**src/rtl/serial_adder.sv**
```systemverilog
// Bit-serial adder: accepts a, b, cin, emits z/cout WIDTH cycles after accept.
// Valid/ready on both sides; a result waits in DONE until out_ready.
module serial_adder #(
  parameter int WIDTH = 8
) (
  input  logic             clk,
  input  logic             reset,
  input  logic             in_valid,
  output logic             in_ready,
  input  logic [WIDTH-1:0] a,
  input  logic [WIDTH-1:0] b,
  input  logic             cin,
  output logic             out_valid,
  input  logic             out_ready,
  output logic [WIDTH-1:0] z,
  output logic             cout,
  output logic             busy
);

  localparam int CW = $clog2(WIDTH + 1);

  typedef enum logic [1:0] {IDLE, BUSY, DONE} state_t;

  state_t           state_q, state_d;
  logic [WIDTH-1:0] a_q, a_d;
  logic [WIDTH-1:0] b_q, b_d;
  logic [WIDTH-1:0] z_q, z_d;
  logic [CW-1:0]    cnt_q, cnt_d;
  logic             carry_q, carry_d;
  logic             cout_q, cout_d;
  logic             in_ready_q, in_ready_d;
  logic             busy_q, busy_d;
  logic             out_valid_q, out_valid_d;
  logic             sum_bit;
  logic             carry_nxt;

  assign sum_bit   = a_q[0] ^ b_q[0] ^ carry_q;
  assign carry_nxt = (a_q[0] & b_q[0]) | (a_q[0] & carry_q) | (b_q[0] & carry_q);

  always_comb begin
    state_d = state_q;
    a_d     = a_q;
    b_d     = b_q;
    z_d     = z_q;
    cnt_d   = cnt_q;
    carry_d = carry_q;
    cout_d  = cout_q;
    case (state_q)
      IDLE: begin
        if (in_valid) begin
          a_d     = a;
          b_d     = b;
          carry_d = cin;
          cnt_d   = '0;
          state_d = BUSY;
        end
      end
      BUSY: begin
        a_d     = a_q >> 1;
        b_d     = b_q >> 1;
        z_d     = {sum_bit, z_q[WIDTH-1:1]};
        carry_d = carry_nxt;
        // The final carry is only published once the last bit is done
        if (cnt_q == CW'(WIDTH - 1)) begin
          cout_d  = carry_nxt;
          state_d = DONE;
        end else begin
          cnt_d = cnt_q + 1'b1;
        end
      end
      DONE: begin
        if (out_ready) state_d = IDLE;
      end
      default: state_d = IDLE;
    endcase
    in_ready_d  = (state_d == IDLE);
    busy_d      = (state_d == BUSY);
    out_valid_d = (state_d == DONE);
  end

  always_ff @(posedge clk) begin
    if (reset) begin
      state_q     <= IDLE;
      a_q         <= '0;
      b_q         <= '0;
      z_q         <= '0;
      cnt_q       <= '0;
      carry_q     <= 1'b0;
      cout_q      <= 1'b0;
      in_ready_q  <= 1'b1;
      busy_q      <= 1'b0;
      out_valid_q <= 1'b0;
    end else begin
      state_q     <= state_d;
      a_q         <= a_d;
      b_q         <= b_d;
      z_q         <= z_d;
      cnt_q       <= cnt_d;
      carry_q     <= carry_d;
      cout_q      <= cout_d;
      in_ready_q  <= in_ready_d;
      busy_q      <= busy_d;
      out_valid_q <= out_valid_d;
    end
  end

  assign in_ready  = in_ready_q;
  assign busy      = busy_q;
  assign out_valid = out_valid_q;
  assign z         = z_q;
  assign cout      = cout_q;

endmodule
```
**config.mk**
```make
export PLATFORM = sky130hd
export DESIGN_NAME = serial_adder
export DESIGN_NICKNAME = d
export VERILOG_FILES = /design/src/rtl/serial_adder.sv
export SDC_FILE = /design/constraint.sdc
export NUM_CORES = 1
export LEC_CHECK = 0
export ABC_AREA = 1
export ABC_CLOCK_PERIOD_IN_PS = 1010
export CAP_MARGIN = 20
export CORE_ASPECT_RATIO = 1.1
export CORE_MARGIN = 2
export CORE_UTILIZATION = 45
export DETAILED_ROUTE_END_ITERATION = 8
export PLACE_DENSITY = 0.8
export SETUP_SLACK_MARGIN = 0.05
export SLEW_MARGIN = 20
export SYNTH_ARGS = -nofsm -noshare
export SYNTH_HDL_FRONTEND = slang
export SYNTH_SLANG_ARGS = --single-unit
```
**constraint.sdc**
```tcl
create_clock -name clk -period 1.01 [get_ports clk]
set_input_delay 0.1515 -clock clk [delete_from_list [all_inputs] [get_ports clk]]
set_output_delay 0.1515 -clock clk [all_outputs]
set_load 0.03 [all_outputs]
```
==> impl_metrics.tcl <==
set metrics [dict create \
    status "finished, violations left" \
    violations "setup timing" \
    clk_pin_slew_ps 110 \
    rrSetupSlack_ps -220 \
    hpwl_um 2420 \
    synth_top_cells_by_area "dfxtp_1 (45%), nand2_1 (14%), inv_1 (8.8%), a21oi_1 (7.0%), nor2_1 (6.4%)" \
    rows 22 \
    gr-usage-all-layers_pct 21.1 \
    grt_max_degree 18 \
    wire_per_inst_um 15.5 \
    grt_setup_unrepaired "true" \
    fmax_ghz 0.810 \
    antenna_found_initial 0 \
    synth_fp_nets 252 \
    first_iter_violations 149 \
    period_share_pct 122 \
    reg2reg_to "cnt_q[0]" \
    period_minus_slack_ps 1230 \
    holdCritStartpoint "b[7]" \
    fin_skew_ps 7.10 \
    setup_viol 35 \
    ant_nets 0 \
    min_to "b_q[7]" \
    fin_nets 320 \
    root_buffer "clkbuf_4" \
    syn_area_mm2 0.00157 \
    busiest_layer "met2" \
    use_met1_pct 24.9 \
    cts.sinks 35 \
    grt_pass1_wl_um 6370 \
    crit_fanout 5 \
    area_growth_pct 75.0 \
    dieArea_mm2 0.00399 \
    crit_required_ps 1280 \
    power_mw 3.37 \
    htreeDepth 2 \
    rr_startpoint "state_q[1]" \
    yosysTopAreaCellShare_pct 44.5 \
    io_buffers 32 \
    final_area_mm2 0.00275 \
    hold_depth 3 \
    maxSlewViolCount 0 \
    grt_use_met3_pct 5.87 \
    cts_tree "yes" \
    synth_top_cell_by_area "dfxtp_1" \
    syn_area_per_cell_um2 6.87 \
    cts_made_buffers 5 \
    ys_ff_latch 35 \
    hold_buffers 0 \
    ir_drop_v 0.000808 \
    io_pins 33 \
    initial_utilization_pct 47.3 \
    power.leakage_nw 1.21 \
    die_x_um 60.4 \
    syn_inst 229 \
    hold_viol_final 0 \
    gp_congestion 0.775 \
    grt_overflow_total 0 \
    viasPerCell 5.15 \
    worst_pin_slew_ps 318 \
    path_class "flop to flop" \
    maxCapViolCount 0 \
    synth_cell_type_count 20 \
    p_per_area_mw_per_mm2 1220 \
    clkLatencyLatePin_ps 350 \
    final_core_util_pct 82.7 \
    cp-start-kind "flop" \
    dr.pass1.iters 5 \
    via_count 1782 \
    die_y_um 66.0 \
    antennaDiodeCount 0 \
    setup_ws_ps -225 \
    post-route-drc-count 0 \
    whs_ps 363 \
    relSlewSlack_pct 78.7 \
    cp-end-kind "flop" \
    grt_util_met2_pct 36.8 \
    yosys_warnings 0 \
    startpoint "state_q[1]" \
    reg2reg_depth 6 \
    placed_area_mm2 0.00210 \
    totalWireLength_um 5370 \
    first_global_vias 1529 \
    clk_path_buf_depth 2 \
    arrival_ps 1510 \
    ys_seq_area_share_pct 44.5 \
    core_mm2 0.00333 \
    drive_gt1_share_pct 47.7 \
    holdCritPathClass "primary input to flop" \
]
-- worst max-delay path, cell delays in order (launching register included) --
cell	delay [ps]
dfxtp_2	350
clkinv_4	110
nand2_8	120
buf_4	160
nor2_1	120
nand3_1	120
a21oi_1	180
-- worst max path at each step --
stage	slack (ps)	depth (start not counted)	end
3_3_place_gp	-250	6	b_q[6]
5_1_grt	-280	5	cnt_q[0]
2_1_floorplan	-30	3	z[7]
3_5_place_dp	-280	6	a_q[2]
6_report	-220	6	cnt_q[0]
4_1_cts	-100	3	z[7]
-- repair_timing --
| item | CTS | global route |
|---|---|---|
| setup endpoints to repair | 47 | 47 |
| setup buffers | 9 | 2 |
| pin swaps | 12 | 25 |
| gates cloned | 1 | 6 |
| resized for setup | 52 | 70 |
| endpoints found under the hold margin | 0 | 0 |
-- logic make-up after synthesis --
group	count (synthesis)	share of synthesized area, %
compound gates	31	9.86
fa+ha+maj	2	2.07
buf+inv	49	13.4
flops	35	44.5
simple gates	112	30.1
-- power by group --
group | switching [mW] | internal [mW]
sequential | 0.0764 | 1.48
combinational | 0.497 | 0.438
clock | 0.474 | 0.409
-- cell usage in the layout (no fill, tap or decap), drive strengths merged --
cell	count
buf	44
clkinv	2
a21oi	22
ha	1
or2	1
nand2	63
nand3	19
clkdlybuf4s50	20
fa	1
nor2	28
inv	41
o21ai	9
clkbuf	9
nand4	3
dfxtp	35
-- registers in the layout (all words and copies together) (netlist names) --
name / cells
a_q: 8
z: 8
b_q: 8
state_q: 2
cnt_q: 4
cout: 1
in_ready: 1
busy: 1
carry_q: 1
out_valid: 1
-- final cells by class --
type | instances | area [µm²]
Sequential cell | 35 | 726
Timing Repair inverter | 4 | 45.0
Tap cell | 48 | 60.1
Multi-Input combinational cell | 147 | 1010
Inverter | 39 | 176
Clock buffer | 8 | 68.8
Fill cell | 179 | 577
Timing Repair Buffer | 65 | 672
-- per-stage QoR --
stage / cells / TNS (ps) / setup WS (ps)
2_1_floorplan: 229 / -82.7 / -33.2
3_3_place_gp: 320 / -6060 / -248
3_5_place_dp: 320 / -6480 / -284
4_1_cts: 338 / -1700 / -103
5_1_grt: 346 / -5400 / -280
6_report: 346 / -3330 / -225
-- per-layer routing --
layer	up-vias	routed length (µm)
met2	84	2920
met3	20	294
met1	833	1970
li1	845	-
met4	0	176
met5	-	0
-- synthesized netlist by cell type --
cell and instances:
nand2_2 1, buf_4 2, buf_6 2, nor2_2 1, clkbuf_1 4, ha_1 1
fa_1 1, o21ai_0 9, or2_2 1, nand2_4 2, nand3_1 19, dfxtp_1 35
buf_2 2, inv_2 1, inv_4 1, nand2_1 58, nor2_1 27, inv_1 37
nand4_1 3, a21oi_1 22
Note: power is estimated with default switching activity, not from simulation.
